### config.mk
export PLATFORM = sky130hd
export DESIGN_NAME = alu_seq
export DESIGN_NICKNAME = d
export VERILOG_FILES = /design/src/rtl/alu_seq.sv
export SDC_FILE = /design/constraint.sdc
export NUM_CORES = 1
export LEC_CHECK = 0
export CAP_MARGIN = 20
export CORE_UTILIZATION = 66
export CTS_CLUSTER_DIAMETER = 100
export DETAILED_ROUTE_END_ITERATION = 7
export DONT_BUFFER_PORTS = 1
export HOLD_SLACK_MARGIN = 0.06
export MAX_ROUTING_LAYER = met4
export PLACE_DENSITY = 0.82
export SLEW_MARGIN = 0
export SYNTH_ARGS = -nofsm -noshare
export SYNTH_HDL_FRONTEND = slang
export SYNTH_SLANG_ARGS = --single-unit
### constraint.sdc
create_clock -name clk -period 2.43 [get_ports clk]
set_clock_uncertainty 0.1 [all_clocks]
set_input_delay 0.729 -clock clk [delete_from_list [all_inputs] [get_ports clk]]
set_output_delay 0.729 -clock clk [all_outputs]
set_load 0.03 [all_outputs]
### src/rtl/alu_seq.sv
// Sequenced ALU with valid/ready handshake on both sides and registered result/flags.
// Define ALU_SEQ_MUL_EN to build the multi-cycle shift-add multiplier for sel=1.
//
//   state  | meaning
//   IDLE   | nothing held, ready for a new operation
//   BUSY   | multiply in progress, one partial product per cycle
//   DONE   | result/flags presented, waiting for the consumer
module alu_seq #(
    parameter int WIDTH = 16
) (
    input  logic             clk,
    input  logic             reset_n,
    input  logic             in_valid,
    output logic             in_ready,
    input  logic [WIDTH-1:0] a,
    input  logic [WIDTH-1:0] b,
    input  logic [2:0]       sel,
    output logic             out_valid,
    input  logic             out_ready,
    output logic [WIDTH-1:0] result,
    output logic [3:0]       flags
);

    typedef enum logic [1:0] {
        S_IDLE = 2'd0,
        S_BUSY = 2'd1,
        S_DONE = 2'd2
    } state_t;

    state_t           state_q, state_d;
    logic [WIDTH-1:0] result_q, result_d;
    logic [3:0]       flags_q, flags_d;

    logic             transfer;
    logic [WIDTH-1:0] alu_res;
    logic             alu_c, alu_v;
    logic [WIDTH:0]   add_sum, sub_sum;

`ifdef ALU_SEQ_MUL_EN
    localparam int CNT_W = $clog2(WIDTH + 1);

    logic [2*WIDTH-1:0] mcand_q, mcand_d;
    logic [2*WIDTH-1:0] acc_q, acc_d;
    logic [WIDTH-1:0]   mplier_q, mplier_d;
    logic [CNT_W-1:0]   cnt_q, cnt_d;
    logic               is_mul;

    assign is_mul = (sel == 3'd1);
`endif

    function automatic logic [3:0] mk_flags(input logic [WIDTH-1:0] r,
                                            input logic c, input logic v);
        return {r[WIDTH-1], (r == '0), c, v};
    endfunction

    // Single-cycle datapath; subtract is A + ~B + 1 so C means "no borrow"
    assign add_sum = {1'b0, a} + {1'b0, b};
    assign sub_sum = {1'b0, a} + {1'b0, ~b} + {{WIDTH{1'b0}}, 1'b1};

    always_comb begin
        alu_res = '0;
        alu_c   = 1'b0;
        alu_v   = 1'b0;
        case (sel)
            3'd0: alu_res = b;
            3'd2: begin
                alu_res = add_sum[WIDTH-1:0];
                alu_c   = add_sum[WIDTH];
                alu_v   = (a[WIDTH-1] == b[WIDTH-1]) && (alu_res[WIDTH-1] != a[WIDTH-1]);
            end
            3'd3: begin
                alu_res = sub_sum[WIDTH-1:0];
                alu_c   = sub_sum[WIDTH];
                alu_v   = (a[WIDTH-1] != b[WIDTH-1]) && (alu_res[WIDTH-1] != a[WIDTH-1]);
            end
            3'd4: alu_res = a & b;
            3'd5: alu_res = a | b;
            3'd6: alu_res = a ^ b;
            3'd7: alu_res = ~b;
            default: alu_res = '0;
        endcase
    end

    assign transfer = in_valid && in_ready;

    always_ff @(posedge clk or negedge reset_n) begin
        if (!reset_n) begin
            state_q  <= S_IDLE;
            result_q <= '0;
            flags_q  <= '0;
`ifdef ALU_SEQ_MUL_EN
            mcand_q  <= '0;
            acc_q    <= '0;
            mplier_q <= '0;
            cnt_q    <= '0;
`endif
        end else begin
            state_q  <= state_d;
            result_q <= result_d;
            flags_q  <= flags_d;
`ifdef ALU_SEQ_MUL_EN
            mcand_q  <= mcand_d;
            acc_q    <= acc_d;
            mplier_q <= mplier_d;
            cnt_q    <= cnt_d;
`endif
        end
    end

    always_comb begin
        state_d  = state_q;
        result_d = result_q;
        flags_d  = flags_q;
`ifdef ALU_SEQ_MUL_EN
        mcand_d  = mcand_q;
        acc_d    = acc_q;
        mplier_d = mplier_q;
        cnt_d    = cnt_q;
`endif
        case (state_q)
            S_IDLE, S_DONE: begin
                if (transfer) begin
`ifdef ALU_SEQ_MUL_EN
                    if (is_mul) begin
                        state_d  = S_BUSY;
                        mcand_d  = {{WIDTH{1'b0}}, a};
                        mplier_d = b;
                        acc_d    = '0;
                        cnt_d    = CNT_W'(WIDTH);
                    end else begin
                        state_d  = S_DONE;
                        result_d = alu_res;
                        flags_d  = mk_flags(alu_res, alu_c, alu_v);
                    end
`else
                    state_d  = S_DONE;
                    result_d = alu_res;
                    flags_d  = mk_flags(alu_res, alu_c, alu_v);
`endif
                end else if (state_q == S_DONE && out_ready) begin
                    state_d = S_IDLE;
                end
            end
            S_BUSY: begin
`ifdef ALU_SEQ_MUL_EN
                acc_d    = mplier_q[0] ? (acc_q + mcand_q) : acc_q;
                mcand_d  = {mcand_q[2*WIDTH-2:0], 1'b0};
                mplier_d = {1'b0, mplier_q[WIDTH-1:1]};
                cnt_d    = cnt_q - CNT_W'(1);
                if (cnt_q == CNT_W'(1)) begin
                    state_d  = S_DONE;
                    result_d = acc_d[WIDTH-1:0];
                    flags_d  = mk_flags(acc_d[WIDTH-1:0], |acc_d[2*WIDTH-1:WIDTH], 1'b0);
                end
`else
                state_d = S_IDLE;
`endif
            end
            default: state_d = S_IDLE;
        endcase
    end

    always_comb begin
        in_ready  = (state_q == S_IDLE) || ((state_q == S_DONE) && out_ready);
        out_valid = (state_q == S_DONE);
    end

    assign result = result_q;
    assign flags  = flags_q;

endmodule

==> results of run 1 <==
==> through the flow <==
stage	setup WS [ns]	TNS, ns	cells
after floorplan	-0.830	-4.42	467
after detailed placement	-1.13	-10.42	620
after global placement	-0.959	-8.72	620
==> cell families after synthesis <==
logic type	after synthesis	share of synthesized area
DFF	20	0.136
muxes	30	0.118
xor gates and xnor gates	11	0.0263
and+or+nand+nor	129	0.182
AOI/OAI and AO/OA	141	0.264
adders and majority gates	51	0.178
buffers and inverters	85	0.0965
==> summary.md, run 1 <==
| Metric | Value |
|---|---|
| Status | `did not finish` |
| Stop stage | `clock tree synthesis` |
| Log Error | `[ERROR DPL-0033] detailed placement checks failed during check placement.` |
| Die X | `76.6 um` |
| Post-synth top area cell | `ha_1` |
| Synth cell count leaders | `inv_1 (52), ha_1 (49), a21oi_1 (32)` |
| H-tree depth | `1` |
| Top-area cell type share of the netlist area | `0.167` |
| Post-CTS Setup Repair Bufs | `10` |
| DP HPWL | `9.61 mm` |
| Row cnt | `26` |
| Syn Area/Cell | `7.86 um2` |
| Number of synthesized register bits | `20` |
| Post-synthesis cell count | `467` |
| Most frequent cell after synthesis | `inv_1` |
| Most used DFF post-synth | `dfrtp_1` |
| Clock Path Buffers | `2` |
| Yosys cell types | `about 70` |
| Synth Cell Area | `3670 um2` |
| Post-cts resize count | `53` |
| Synth top area cells | `ha_1 (17%), dfrtp_1 (14%), inv_1 (5.3%)` |
| Die H | `approximately 77 um` |
| TritonCTS Buffers | `3` |
| Initial Utilization | `0.701` |
| Ys async rst share | `1.00` |
| EDFF count, synth | `0` |
| GP Congestion | `1.04` |
| Yosys warning count | `0` |
| Port Buf Inserts | `0` |
| Sequential-to-total area share from yosys stat | `0.136` |
| Syn Nets | `between 500 and 600` |
| DP Area | `4700 um2` |
| Hold Buf Count CTS | `1` |
| Sink Count | `20` |
| Clock root buffer | `clkbuf_8` |
| I/O Pins | `61` |
==> run 2: changes to the inputs <==
==> config.mk (replaced) <==
export PLATFORM = sky130hd
export DESIGN_NAME = alu_seq
export DESIGN_NICKNAME = d
export VERILOG_FILES = /design/src/rtl/alu_seq.sv
export SDC_FILE = /design/constraint.sdc
export NUM_CORES = 1
export LEC_CHECK = 0
export CAP_MARGIN = 20
export CORE_UTILIZATION = 40
export DETAILED_ROUTE_END_ITERATION = 7
export DONT_BUFFER_PORTS = 1
export PLACE_DENSITY_LB_ADDON = 0.15
export SLEW_MARGIN = 0
export SYNTH_ARGS = -nofsm -noshare
export SYNTH_HDL_FRONTEND = slang
export SYNTH_SLANG_ARGS = --single-unit
==> summary.md, run 2 <==
| Metric | Value |
|---|---|
| Worst R2R Path Depth | `9` |
| Worst Hold Class | `input port to asynchronous set/reset pin` |
| Most common library cell in the layout ignoring fill and taps | `buf_4` |
| Worst path top cell family by delay | `simple AND/OR/NAND/NOR gates` |
| Final min period | `3.17 ns` |
| Startpoint Class | `input port` |
| Endpoint class of the critical path | `flip-flop` |
| Hold Buf Count CTS | `0 (-1)` |
| Clock slew at reported path FFs | `0.07 ns` |
| Max-Cap Viols | `0` |
| WHS | `0.0585 ns` |
| Die H | `97.8 um (+28%)` |
| Slew headroom | `0.630` |
| Number of synthesized register bits | `20 (unchanged)` |
| Sequential-to-total area share from yosys stat | `0.136 (unchanged)` |
| CP peak stage delay | `0.55 ns` |
| Post-synth top area cell | `ha_1` |
| Yosys warning count | `0 (unchanged)` |
| Share of layout cells above drive strength 1 | `0.409` |
| DP Area | `4780 um2 (+1.7%)` |
| R2r startpoint | `state_q[1]` |
| Leading cell types in the layout, fill and taps excluded | `buf_4 (121), inv_1 (39), ha_1 (38)` |
| Routed wire length | `between 10 and 15 mm` |
| Crit path max-delay cell type | `fa_2` |
| Syn Nets | `557 (unchanged)` |
| DR iter-0 viols | `380` |
| Initial antenna violation count | `0` |
| Peak VDD IR | `0.322 mV` |
| # DRC | `17` |
| P&R area growth vs syn | `41.1%` |
| Fmax | `~320 MHz` |
| Required time at the worst-slack endpoint | `2.49 ns` |
| H-tree depth | `1 (unchanged)` |
| FF-to-FF End | `flags[2]` |
| Finished Cell Area | `5180 um2` |
| EDFF count, synth | `0 (unchanged)` |
| Most frequent cell after synthesis | `inv_1` |
| Fin worst setup slack | `-0.740 ns` |
| Antenna diodes | `0` |
| Final Hold Viols | `0` |
| Synth top area cells | `ha_1 (17%), dfrtp_1 (14%), inv_1 (5.3%)` |
| Syn Area/Cell | `7.86 um2 (unchanged)` |
| Worst Tran Pin Value | `around 0.55 ns` |
| Fin nets | `~660` |
| Most used DFF post-synth | `dfrtp_1` |
| GP Congestion | `0.909 (-12%)` |
| Global-route wire length before repair | `19.1 mm` |
| Post-synthesis cell count | `467 (unchanged)` |
| Synth Cell Area | `3670 um2 (unchanged)` |
| Clock root buffer | `clkbuf_8` |
| Largest net degree at the start of global routing | `74` |
| Die Footprint | `9560 um2` |
| Yosys cell types | `68 (unchanged)` |
| Total power | `about 1900 uW` |
| DP HPWL | `9.06 mm (-5.8%)` |
| Tcrit/Tclk final | `1.30` |
| Final Setup Violations | `14` |
| Port Buf Inserts | `0 (unchanged)` |
| Row cnt | `34 (+31%)` |
| Failing checks | `design-rule violations, negative setup slack` |
| Status | `complete, but fails checks` |
| Synth cell count leaders | `inv_1 (52), ha_1 (49), a21oi_1 (32)` |
| Via/cell ratio | `5.69` |
| Clock Path Buffers | `2 (unchanged)` |
| Core Util, Final | `0.588` |
| Area of the core | `8810 um2` |
| Class of the most critical setup path | `input port to flip-flop` |
| I/O Pins | `61 (unchanged)` |
| FF-to-FF setup slack | `0.11 ns` |
| ANT nets after route | `0` |
| CP cell instances | `clkinvlp_4 -> fa_2 -> o21ai_1 -> a22o_1 -> mux2_2 -> nand3b_1 -> nor4_2 -> nand3_1 -> or4_4 -> o41ai_2` |
| Post-placement setup slack | `-1.08 ns (+0.0406 ns)` |
| Initial Utilization | `0.417 (-0.284)` |
| Vias | `3831` |
| Drt first pass iters | `7` |
| Ys async rst share | `1.00 (unchanged)` |
| Number of flip-flops in the largest register | `16` |
| Vias in the first global route | `3890` |
| CP max FO | `5` |
| Die X | `97.8 um (+28%)` |
| GRT Residual Overflow | `0` |
| CTS tree | `done` |
| Sink Count | `20 (unchanged)` |
| Average wire per standard cell | `approximately 17 um` |
| Cell leakage power | `0.00240 uW` |
| Slew Viols, Final | `0` |
| P per Cell Area | `between 300 and 400 nW/um2` |
| RSZ-0062 raised after global routing | `true` |
| CP bufs+invs | `1` |
| GRT Overall Usage | `0.243` |
| Top-area cell type share of the netlist area | `0.167 (unchanged)` |
| Clock latency on the worst-skew pair | `0.25 ns` |
| TritonCTS Buffers | `3 (unchanged)` |
| Arr. time, crit path | `3.23 ns` |
-- run 2: cell counts after synthesis --
No cell type changed its count.
-- run 2: through the flow --
stage / std cells / TNS, ns
floorplan: 467 / -4.42
global placement: 662 / -9.23
detailed placement: 662 / -10.01
CTS: 671 / -4.54
global route: 673 / -6.10
finish: 673 / -4.73
-- run 2: what timing repair did --
action                     in CTS  in global routing
setup endpoints to repair      16                 16
gates cloned                    0                  0
hold endpoints to repair        0                  0
buffers inserted                9                  4
resized for setup              37                 27
pin swaps                      22                 24
-- run 2: worst max-delay path by stage --
stage	start	cells after the start	to
CTS	a[0]	13	flags[2]
global route	b[1]	11	flags[2]
global placement	a[0]	13	flags[2]
floorplan	a[0]	13	flags[2]
detailed placement	a[2]	12	flags[2]
finish	b[1]	10	flags[2]
-- run 2: final cells by class --
class,count,area (um2)
fill,787,3630
clock buffer,4,55.1
multi-input combinational,362,3260
inverter,53,263
tap,108,135
sequential,20,500
timing repair buffer,126,965
-- run 2: worst reg2reg max path, stage by stage, from the launching register on --
cell,delay (ns)
dfrtp_1,0.39
nand2b_1,0.10
nand2_1,0.07
a31oi_1,0.14
o311a_1,0.21
nand3b_1,0.10
nor4_2,0.28
nand3_1,0.12
or4_4,0.52
o41ai_2,0.21
-- run 2: kinds of logic after synthesis --
group                      Yosys count  share of synthesized area
AOI/OAI and AO/OA                  141                      0.264
xor gates and xnor gates            11                     0.0263
adders and majority gates           51                      0.178
buffers and inverters               85                     0.0965
DFF                                 20                      0.136
muxes                               30                      0.118
and+or+nand+nor                    129                      0.182
-- run 2: layer usage --
metal  part of all wire  GRT usage  wire length (um)  vias to the layer above
li1                   -          -                 -                     1884
met4             0.0020     0.0361                23                        0
met1               0.48      0.349              5480                     1833
met3              0.065     0.0301               743                        2
met2               0.45      0.398              5120                      112
met5                  0          0                 0                        -
-- run 2: power breakdown --
part	internal (uW)	switching [uW]	total, uW	leakage, uW
registers	393	180	574	0.000248
clock network	144	103	247	0.0000288
logic	579	486	1070	0.00213
No activity file was read; power rests on OpenSTA's default activity.
